--- src/rtl/fetch_unit.sv ---
`timescale 1ns/1ps
// fetch_unit: PC generation + instruction fetch feeding a small in-order queue to decode.
// Latency: word fetched in cycle N is visible on o_id_* in cycle N+1; redirect-to-valid is 2 cycles.
// Backpressure: i_id_ready=0 holds the head stable; fetch stalls once the queue is full.
// Optional feature macro: FETCH_MISALIGN_TRAP_EN (misaligned redirect traps into a sticky FAULT state).
module fetch_unit #(
  parameter int               XLEN        = 32,
  parameter logic [XLEN-1:0]  RESET_PC    = '0,
  parameter int               QUEUE_DEPTH = 2
) (
  input  logic            i_clk,
  input  logic            i_rst_n,
  output logic [XLEN-1:0] o_imem_addr,
  input  logic [XLEN-1:0] i_imem_inst,
  input  logic            i_redirect,
  input  logic [XLEN-1:0] i_redirect_pc,
  output logic            o_id_valid,
  output logic [XLEN-1:0] o_id_inst,
  output logic [XLEN-1:0] o_id_pc,
  input  logic            i_id_ready,
  output logic            o_halted,
  output logic            o_fetch_fault
);

  localparam int PW = (QUEUE_DEPTH > 1) ? $clog2(QUEUE_DEPTH) : 1;

  typedef enum logic [1:0] {
    ST_RUN   = 2'd0,
    ST_HALT  = 2'd1,
    ST_FAULT = 2'd2
  } state_e;

  state_e            state_q, state_d;
  logic [XLEN-1:0]   pc_q, pc_d;
  logic [PW-1:0]     rd_ptr_q, rd_ptr_d;
  logic [PW-1:0]     wr_ptr_q, wr_ptr_d;
  logic [PW:0]       count_q, count_d;
  logic [XLEN-1:0]   q_pc_q   [QUEUE_DEPTH];
  logic [XLEN-1:0]   q_pc_d   [QUEUE_DEPTH];
  logic [XLEN-1:0]   q_inst_q [QUEUE_DEPTH];
  logic [XLEN-1:0]   q_inst_d [QUEUE_DEPTH];
  logic              fault_q, fault_d;

  logic              redirect_eff;
  logic              pop;
  logic              can_push;
  logic              push;

  // Next-state: redirect wins over everything, then drain/fetch in RUN, drain only in HALT.
  always_comb begin
    state_d  = state_q;
    pc_d     = pc_q;
    rd_ptr_d = rd_ptr_q;
    wr_ptr_d = wr_ptr_q;
    count_d  = count_q;
    q_pc_d   = q_pc_q;
    q_inst_d = q_inst_q;
    fault_d  = fault_q;
    push     = 1'b0;

    // Once faulted, redirects no longer have any effect.
    redirect_eff = i_redirect && (state_q != ST_FAULT);
    pop          = (count_q != '0) && i_id_ready && !redirect_eff;
    can_push     = (state_q == ST_RUN) &&
                   ((count_q < (PW+1)'(QUEUE_DEPTH)) || pop) && !redirect_eff;

    if (redirect_eff) begin
      count_d  = '0;
      rd_ptr_d = '0;
      wr_ptr_d = '0;
`ifdef FETCH_MISALIGN_TRAP_EN
      if (i_redirect_pc[1:0] != 2'b00) begin
        state_d = ST_FAULT;
        fault_d = 1'b1;
        pc_d    = i_redirect_pc;
      end else begin
        state_d = ST_RUN;
        pc_d    = i_redirect_pc;
      end
`else
      state_d = ST_RUN;
      pc_d    = i_redirect_pc & ~(XLEN'(3));
`endif
    end else begin
      if (pop) begin
        rd_ptr_d = rd_ptr_q + PW'(1);
      end
      if (can_push) begin
        if (i_imem_inst != '0) begin
          push               = 1'b1;
          q_pc_d[wr_ptr_q]   = pc_q;
          q_inst_d[wr_ptr_q] = i_imem_inst;
          wr_ptr_d           = wr_ptr_q + PW'(1);
          pc_d               = pc_q + XLEN'(4);
        end else begin
          // All-zero word is the halt marker: it is never enqueued.
          state_d = ST_HALT;
        end
      end
      count_d = count_q + (PW+1)'(push) - (PW+1)'(pop);
    end
  end

  // State registers, queue storage included.
  always_ff @(posedge i_clk or negedge i_rst_n) begin
    if (!i_rst_n) begin
      state_q  <= ST_RUN;
      pc_q     <= RESET_PC;
      rd_ptr_q <= '0;
      wr_ptr_q <= '0;
      count_q  <= '0;
      fault_q  <= 1'b0;
      for (int i = 0; i < QUEUE_DEPTH; i++) begin
        q_pc_q[i]   <= '0;
        q_inst_q[i] <= '0;
      end
    end else begin
      state_q  <= state_d;
      pc_q     <= pc_d;
      rd_ptr_q <= rd_ptr_d;
      wr_ptr_q <= wr_ptr_d;
      count_q  <= count_d;
      fault_q  <= fault_d;
      q_pc_q   <= q_pc_d;
      q_inst_q <= q_inst_d;
    end
  end

  assign o_imem_addr = pc_q;
  assign o_id_valid  = (count_q != '0);
  // Head is read straight from storage; gated so an empty queue shows zeros.
  assign o_id_inst   = o_id_valid ? q_inst_q[rd_ptr_q] : '0;
  assign o_id_pc     = o_id_valid ? q_pc_q[rd_ptr_q]   : '0;
  assign o_halted    = (state_q == ST_HALT);
`ifdef FETCH_MISALIGN_TRAP_EN
  assign o_fetch_fault = fault_q;
`else
  assign o_fetch_fault = 1'b0;
`endif

endmodule

--- config.mk ---
export PLATFORM = sky130hd
export DESIGN_NAME = fetch_unit
export DESIGN_NICKNAME = d
export VERILOG_FILES = /design/src/rtl/fetch_unit.sv
export SDC_FILE = /design/constraint.sdc
export NUM_CORES = 1
export LEC_CHECK = 0
export ABC_AREA = 1
export CORE_MARGIN = 5
export CORE_UTILIZATION = 45
export DETAILED_ROUTE_END_ITERATION = 7
export GPL_ROUTABILITY_DRIVEN = 0
export GPL_TIMING_DRIVEN = 0
export HOLD_SLACK_MARGIN = 0.03
export PLACE_DENSITY = 0.71
export SYNTH_ARGS = -nofsm -noshare
export SYNTH_HDL_FRONTEND = slang
export SYNTH_SLANG_ARGS = --single-unit
export TNS_END_PERCENT = 50
--- constraint.sdc ---
create_clock -name i_clk -period 3.4 [get_ports i_clk]
set_input_delay 0.85 -clock i_clk [delete_from_list [all_inputs] [get_ports i_clk]]
set_output_delay 0.85 -clock i_clk [all_outputs]
set_load 0.05 [all_outputs]
==> impl_metrics.py, run 1 <==
metrics = {
    "floorplanning": {
        "num_rows": 49,
        "die_h_um": 146,
        "start_util_pct": 45.9,
        "die_area_um2": 21200,
        "io_pins": 167,
        "die_w_um": 146,
        "coreArea_um2": 18000,
    },
    "pwr": {
        "clkPwrFrac_pct": 19.5,
        "intPower_mw": 5.52,
        "power_switching_mw": 5.18,
        "power.leakage_nw": 5.34,
        "seq_power_share_pct": 30.8,
        "power.density_nw_per_um2": 993,
        "switching_share_pct": 48.4,
        "max-vdd-ir-drop_mv": 0.538,
        "combPwrFrac_pct": 49.7,
    },
    "sta": {
        "fin_crit_sh_pct": 98.7,
        "fmax_ghz": 0.298,
        "rsz0062_at_grt": "yes",
        "finalCriticalPeriod_ps": 3350,
        "drv_slew": 0,
        "slew_headroom_pct": 60.8,
        "worst_slew_pin_slew_ps": 588,
        "fin_skew_ps": 6.16,
        "setup_tns_ps": 0,
        "finalSetupViolations": 0,
        "finalHoldViolations": 0,
    },
    "clocking": {
        "clk-insertion-delay-late_ps": 430,
        "cts_tree": "built",
        "clock_sinks": 159,
        "ctsHoldBuffers": 0,
        "cts_max_path_buffers": 2,
        "clk_pin_slew_ps": 60,
        "cts_htree_levels": 4,
        "cts_buffers": 17,
        "cts_root_buf": "clkbuf_16",
    },
    "final_layout": {
        "fill_cells": 1720,
        "drive_above_1_share_pct": 8.33,
        "most-common-layout-cells": "519 x nand2_1, 159 x dfrtp_1, 97 x clkdlybuf4s50_1",
        "fin_cells": 1561,
        "layout_commonest_cell": "nand2_1",
        "syn2layout_area_growth_pct": 30.3,
        "n_antenna_cell": 0,
        "fin_nets": 1391,
    },
    "global_routing": {
        "grt_antenna_before_repair": 0,
        "grt_pass1_wl_um": 41400,
        "grt_usage_pct": 24.0,
        "grt_max_degree": 120,
        "grt_pass1_vias": 7931,
        "overflow": 0,
    },
    "route": {
        "num_vias": 8162,
        "via_per_inst": 5.23,
        "postRouteAntennaNets": 0,
        "wl_per_cell_um": 16.3,
        "drt-initial-drc-count": 641,
        "drt-total-wl_um": 25500,
        "drtPass1Iterations": 5,
        "drc": 0,
    },
    "placed_design": {
        "placed_cells": 1531,
        "io_buffers": 159,
        "dp_hpwl_um": 18600,
    },
    "synth": {
        "syn_avg_cell_area_um2": 7.26,
        "syn_inst": 1138,
        "syn-cell-area_um2": 8270,
        "synthFlopType": "dfrtp_1",
        "ys_seq_elements": 159,
        "synth.distinct_cells": 34,
        "ys_warn_count": 0,
        "ys_seq_area_share_pct": 48.1,
        "synthArstFlopShare_pct": 100,
        "synth_edf_count": 0,
    },
    "worst_setup_path": {
        "r2r_cells": 9,
        "rrSetupSlack_ps": 1360,
        "crit_path_end_kind": "output pin",
        "reg2reg_from": "count_q[1]$_DFF_PN0_",
        "start_kind": "register",
        "r2r-end": "count_q[1]$_DFF_PN0_",
        "cp.required_ps": 2550,
        "path_class": "register to output pin",
        "startpoint": "rd_ptr_q$_DFFE_PN0P_",
        "critical_path.endpoint": "o_id_pc[29]",
        "crit_fanout": 10,
        "worstPathArrival_ps": 2500,
    },
    "worst_hold_path": {
        "hold_class": "input port to asynchronous set/reset pin",
    },
    "status": {
        "status": "finished, final reports clean",
    },
    "run": {
        "drv_cap": 0,
    },
}
-- routing by layer --
layer | GRT usage [%] | wire (um) | vias to the layer above | part of all wire (%)
met2 | 37.6 | 11600 | 315 | 46
met4 | 8.40 | 642 | 0 | 2.5
met1 | 33.5 | 11400 | 3834 | 45
li1 | - | - | 3967 | -
met5 | 0 | 0 | - | 0
met3 | 4.83 | 1810 | 46 | 7.1
-- critical path: stages, from the launching register on --
cell,delay (ps)
dfrtp_1,550
inv_2,280
clkbuf_1,370
nand2_1,100
a21oi_1,210
dlygate4sd2_1,570
-- through the flow --
step / util [%] / hold WS [ps] / setup WS [ps] / power [mW] / area (um2)
after detailed placement: 56.5 / 458 / -35.9 / 8.83 / 10200
final: 59.7 / 307 / 45.9 / 10.7 / 10800
after global placement: 56.4 / 453 / -5020 / 8.75 / 10200
after CTS: 59.8 / 304 / -47.7 / 10.7 / 10800
after global routing: 59.7 / 317 / -3.99 / 11.4 / 10800
after floorplan: - / 442 / 791 / 6.93 / 8280
-- how the worst min path moves through the flow --
stage | end | slack, ps | depth (start not counted)
final | q_pc_q[38]$_DFFE_PN0P_ | 310 | 1
after global routing | q_pc_q[42]$_DFFE_PN0P_ | 320 | 1
after global placement | q_inst_q[49]$_DFFE_PN0P_ | 450 | 2
after floorplan | q_inst_q[32]$_DFFE_PN0P_ | 440 | 2
after CTS | q_pc_q[8]$_DFFE_PN0P_ | 300 | 1
after detailed placement | q_inst_q[49]$_DFFE_PN0P_ | 460 | 2
-- timing repair --
action,in CTS,in global routing
setup endpoints to repair,62,12
pin swaps,0,0
cloned,0,0
buffers inserted,0,0
resized for setup,74,16
-- flip-flops by register name, summed over array words and instances, names as in the netlist --
signal / flops
rd_ptr_q: 1
q_inst_q: 64
q_pc_q: 60
wr_ptr_q: 1
count_q: 2
o_imem_addr: 30
state_q: 1
-- layout make-up --
cell class | instances | area, um2 | area share, %
clock inverters | 14 | 218 | 2.02
well taps | 229 | 287 | 2.66
multi-input cells | 866 | 3760 | 35.0
flip-flops and latches | 159 | 3980 | 36.9
clock buffers | 17 | 425 | 3.95
plain buffers | 65 | 362 | 3.36
inverters | 51 | 191 | 1.78
repair buffers | 160 | 1540 | 14.3
-- Yosys cell counts (3+ instances only) --
cell type	count	area share, %
buf_4	17	1.5
o21ai_0	39	2.4
a21oi_1	63	3.8
nand3_1	87	5.3
xor2_1	5	0.53
buf_6	4	0.54
buf_2	10	0.61
nand2_1	519	24
o21ai_2	10	1.1
nand2_2	3	0.23
ha_1	3	0.45
inv_1	47	2.1
buf_1	3	0.14
dfrtp_1	159	48
o21ai_1	41	2.5
inv_2	3	0.14
nor2_1	67	3.0
clkbuf_1	32	1.5
or2_2	7	0.53
-- power by group through the flow --
stage                     Clock [mW]  Combinational (mW)  Sequential (mW)
after detailed placement           0                5.56             3.27
after global routing            2.20                5.77             3.39
after global placement             0                5.50             3.25
after floorplan                    0                3.42             3.51
final                           2.09                5.32             3.29
after CTS                       2.11                5.34             3.28
-- kinds of logic after synthesis --
logic type | synth area share (%)
compound gates | 10.3
xor+xnor | 0.742
fa+ha+maj | 0.454
buf+inv | 6.60
flops | 48.1
other cells | 0.0454
simple gates | 33.7
(Power assumes the default switching activity.)
==> inputs of run 2 (changes only) <==
Settings changed: CTS_CLUSTER_DIAMETER from default to 150.
==> results of run 2 <==
The final DEF is identical to that of run 1; final timing and power are the same.
==> RTL change 1 (config.mk and constraints of run 1) <==
Build with the macro `FETCH_MISALIGN_TRAP_EN` defined.
--- a/src/rtl/fetch_unit.sv
+++ b/src/rtl/fetch_unit.sv
@@ -5,2 +5,4 @@
 // Optional feature macro: FETCH_MISALIGN_TRAP_EN (misaligned redirect traps into a sticky FAULT state).
+`define FETCH_MISALIGN_TRAP_EN
+
 module fetch_unit #(
Check against the original RTL: not equivalent (a bounded check fails within 4 cycles, from zero or initial values and one cycle with i_rst_n low).
==> RTL change 1 against run 1 <==
Register-to-register slack got worse by 330 ps. Final area increased by 5.4%. Power increased by 17%. Critical endpoint is now o_id_pc[21]. Sequential cell count increased by 8. Largest cell class unchanged. Largest power group unchanged. Synthesized area increased by 5.7%. Die area increased by 5.3%. Setup slack improved by 67 ps. Worst hold slack improved by 36 ps. Routed wire length increased by 5.0%.
==> RTL change 1: results (changes against run 1) <==
** Status
- Run status :: finished, final reports clean

** Routing
- The wire length per cell is 15.7 um (-3.6%).
- Routed via count :: 8,778 (+7.5%)
- The iteration count of the initial detailed-routing pass is 7 (+2).
- Wire length reported by the detailed router :: 26.7 mm (+5.0%)

** Synthesis
- The arithmetic-cell share of the synthesized area counting full adders, half adders and majority gates was 0.430% (-0.024 points).
- The per-instance average area after synthesis was 7.06 um2 (-2.8%).
- Synth cell count leaders :: 597 x sky130_fd_sc_hd__nand2_1, 175 x sky130_fd_sc_hd__nand3_1, 167 x sky130_fd_sc_hd__dfrtp_1, 66 x sky130_fd_sc_hd__a21oi_1, 66 x sky130_fd_sc_hd__nor2_1
- The synthesized-area fraction occupied by ao, oa, aoi and oai cells was 5.53% (-4.8 points).
- The XOR/XNOR share of the synthesized area came to 0.401% (-0.34 points).

** Layout
- The non-clock buffer instance count of the final layout was 244 (+8.4%).
- Register area :: 0.00418 mm2 (+5.0%)
- Multi-input gate count :: 955 (+10%)
- The flip-flop and latch count was 167 (+5.0%).
- Final clock-cell share :: 5.42% (-0.55 points)
- Area occupied by multi-input gates :: 0.00403 mm2 (+7.0%)
- Layout fillers :: 1,845 (+7.3%)
- Syn-to-layout area delta :: 30.0%
- Net count of the finished layout :: 1,494 (+7.4%)

** Placed design
- The placed standard-cell area was 0.0108 mm2 (+5.6%).
- The number of instances in the placed design was 1,669 (+9.0%).
- Buffers added on ports :: 166 (+4.4%)
- DP HPWL :: 19.0 mm (+2.3%)

** Critical path
- CP max stage delay :: 550 ps (-20 ps)
- For this design, the slowest cell found on the critical path is sky130_fd_sc_hd__clkdlybuf4s15_1.
- The slack of the worst reg-to-reg path is 1030 ps (-330 ps).
- The most critical setup path has its endpoint at o_id_pc[21].
- The data arrival time of the critical path was 2440 ps (-60 ps).
- The number of cells on the worst reg-to-reg path was 13 (+4).

** GRT
- Global routing usage summed across all routing layers :: 24.4% (+0.31 points)
- Number of global-route vias before repair :: 8,484 (+7.0%)
- The pin count of the biggest net entering global routing is 106 (-12%).

** Die
- Area of the die :: 0.0223 mm2 (+5.3%)

** STA
- Highest clock frequency the design can meet :: 0.304 GHz (+2.0%)
- Worst Hold Slack :: 342 ps (+35.6 ps)
- Transition time of the tightest slew-check pin :: 663 ps (+75.3 ps)
[RTL change 1: cell count changes after synthesis, sizes merged, moves of 3 or more]
cell / before / now
a21oi: 63 / 66
buf: 34 / 30
clkbuf: 32 / 47
dfrtp: 159 / 167
inv: 50 / 37
nand2: 523 / 598
nand3: 87 / 175
nor2: 72 / 67
o21ai: 91 / 20
o21bai: 1 / 6
[RTL change 1: repair_timing]
item                       CTS  global route
buffers inserted             0             0
hold buffers                 0             0
cloned                       0             0
setup endpoints to repair   54            30
gates resized for setup     51            22
pin swaps                    0             0
[RTL change 1: power by group]
| group | internal, mW | switching (mW) | total (mW) |
|---|---|---|---|
| Combinational | 2.05 | 4.83 | 6.88 |
| Clock | 1.17 | 0.864 | 2.04 |
| Sequential | 2.88 | 0.758 | 3.63 |
[RTL change 1: per-layer routing]
layer	wire length, um	up-vias	part of all wire [%]	track usage (%)
met4	708	0	2.6	8.83
met2	12400	325	46	38.7
met5	0	-	0	0
met1	11900	4101	44	33.7
li1	-	4298	-	-
met3	1810	54	6.8	4.25
==> RTL change 2 (config.mk and constraints of run 1) <==
Without the edit above. Re-encode `state_e` (3 states) as one-hot, 3 bits wide.
--- a/src/rtl/fetch_unit.sv
+++ b/src/rtl/fetch_unit.sv
@@ -26,6 +26,6 @@
 
-  typedef enum logic [1:0] {
-    ST_RUN   = 2'd0,
-    ST_HALT  = 2'd1,
-    ST_FAULT = 2'd2
+  typedef enum logic [2:0] {
+    ST_RUN   = 3'b001,
+    ST_HALT  = 3'b010,
+    ST_FAULT = 3'b100
   } state_e;
Formal check against the unedited RTL: no difference found for any inputs over 4 cycles, from zero or initial values and one cycle with i_rst_n low; so few cycles prove little.
==> RTL change 2 against run 1 <==
Worst hold slack better by 63 ps. Core utilization hardly changed. Non-clock buffer count shrank 2. Final area is 0.31% lower. First-iteration DRC count is 6.9% higher. Largest cell class unchanged. Power fell by 3.1%. Via count decreased by 2.2%. Sequential cell count is 1 higher. Synthesized area down 0.92%. Routed wire length down 2.1%. Setup slack gained 96 ps. Die area fell by 0.86%.
==> RTL change 2: results (changes against run 1) <==
** GRT
- The global routing usage summed across all routing layers was 23.6% (-0.46 points).
- Wire length of the first global-routing pass :: 40.5 mm (-2.1%)
- Number of global-route vias before repair :: 7,768 (-2.1%)
- Initial antenna violation count :: 0 (unchanged)
- The pin count of the biggest net entering global routing came to 94 (-22%).

** Routing
- The aggregate routed wire length came to 24.9 mm (-2.1%).
- Violation count after the first detailed-routing iteration :: 685 (+6.9%)
- The wire length per cell is 16.3 um (-0.28%).
- The iteration count of the initial detailed-routing pass came to 8 (+3).
- The overall via count from detail_route is 7,984 (-2.2%).

** STA
- The final hold slack came to 370 ps (+63.4 ps).
- Worst Clk Skew :: 9.95 ps (+3.79 ps)
- The highest clock frequency the design can meet was 0.307 GHz (+2.9%).
- Transition time of the tightest slew-check pin :: 620 ps (+32.3 ps)

** Placed design
- The number of instances in the placed design is 1,501 (-2.0%).
- Post-Place Setup Slack :: 47.8 ps (+83.7 ps)
- DP HPWL :: 17.9 mm (-3.6%)

** Layout
- Share of post-route cells with drive strength above 1 :: 10.1% (+1.8 points)
- Layout fillers :: 1,675 (-2.6%)

** Power
- Worst IR Drop VDD :: 0.576 mV (+7.0%)
- Static leakage :: 5.06 nW (-5.3%)

** Clock tree
- The setup fix buffers added after clock tree synthesis was 0 (unchanged).

** Synthesis
- Synth cell count leaders :: 415 x sky130_fd_sc_hd__nand2_1, 159 x sky130_fd_sc_hd__dfrtp_1, 105 x sky130_fd_sc_hd__o21ai_1, 84 x sky130_fd_sc_hd__nand3_1, 81 x sky130_fd_sc_hd__inv_1
- Leading cell types by total area after synthesis :: sky130_fd_sc_hd__dfrtp_1 49%, sky130_fd_sc_hd__nand2_1 19%, sky130_fd_sc_hd__o21ai_1 6.4%
- Netlist cell types :: 29 (-15%)
- Syn Inst Count :: 1,109 (-2.5%)

** Critical path
- In this run the worst setup path terminates at o_id_inst[2].
- Launch instance of the worst register-to-register path :: state_q[0]
- CP max stage delay :: 550 ps (-20 ps)
- The slack of the worst reg-to-reg path is 1000 ps (-360 ps).
- The data arrival time of the critical path was 2410 ps (-90 ps).

** Status
- The flow ran to the end, and the final reports show no timing, DRC or antenna violations.
RTL change 2: changes by cell type in the layout (fill, tap and decap cells not counted), moves of 12 or more:
cell,delta
sky130_fd_sc_hd__buf_4,-12
sky130_fd_sc_hd__clkdlybuf4s15_2,+33
sky130_fd_sc_hd__dlygate4sd2_1,-32
sky130_fd_sc_hd__inv_1,+34
sky130_fd_sc_hd__nand2_1,-104
sky130_fd_sc_hd__o21ai_1,+64
RTL change 2: stage by stage:
step	setup TNS, ps	total power [mW]	cell area [um2]
floorplan	0	6.77	8210
global placement	-805050	8.52	10100
detailed placement	0	8.60	10100
CTS	0	10.4	10700
global route	-1.09	11.0	10700
finish	0	10.4	10700
RTL change 2: logic make-up after synthesis:
| logic type | share of synthesized area (%) |
|---|---|
| adders and majority gates | 0.458 |
| other | 0.0458 |
| buffers and inverters | 8.31 |
| xor gates and xnor gates | 0.535 |
| AOI/OAI and AO/OA | 12.9 |
| DFF | 48.9 |
| and+or+nand+nor | 28.9 |
RTL change 2: routing by layer:
metal,share of wire [%],GRT usage [%]
met4,1.7,6.73
met3,6.7,5.71
met1,46,33.3
met2,46,36.4
met5,0,0
RTL change 2: where the power goes:
part | switching [mW] | internal, mW
combinational | 3.65 | 1.53
sequential | 0.550 | 2.71
clock | 0.784 | 1.14
RTL change 2: final cells by class:
type	instances	area, um2	area share (%)
Sequential cell	160	4010	37.3
Timing Repair Buffer	159	1620	15.1
Tap cell	229	287	2.67
Buffer	64	384	3.58
Clock inverter	12	135	1.26
Multi-Input combinational cell	806	3530	32.9
Inverter	83	312	2.90
Clock buffer	20	467	4.35
RTL change 2: what timing repair did:
item | CTS | global route
gates resized for setup | 142 | 21
endpoints found under the setup margin | 62 | 35
cloned | 0 | 0
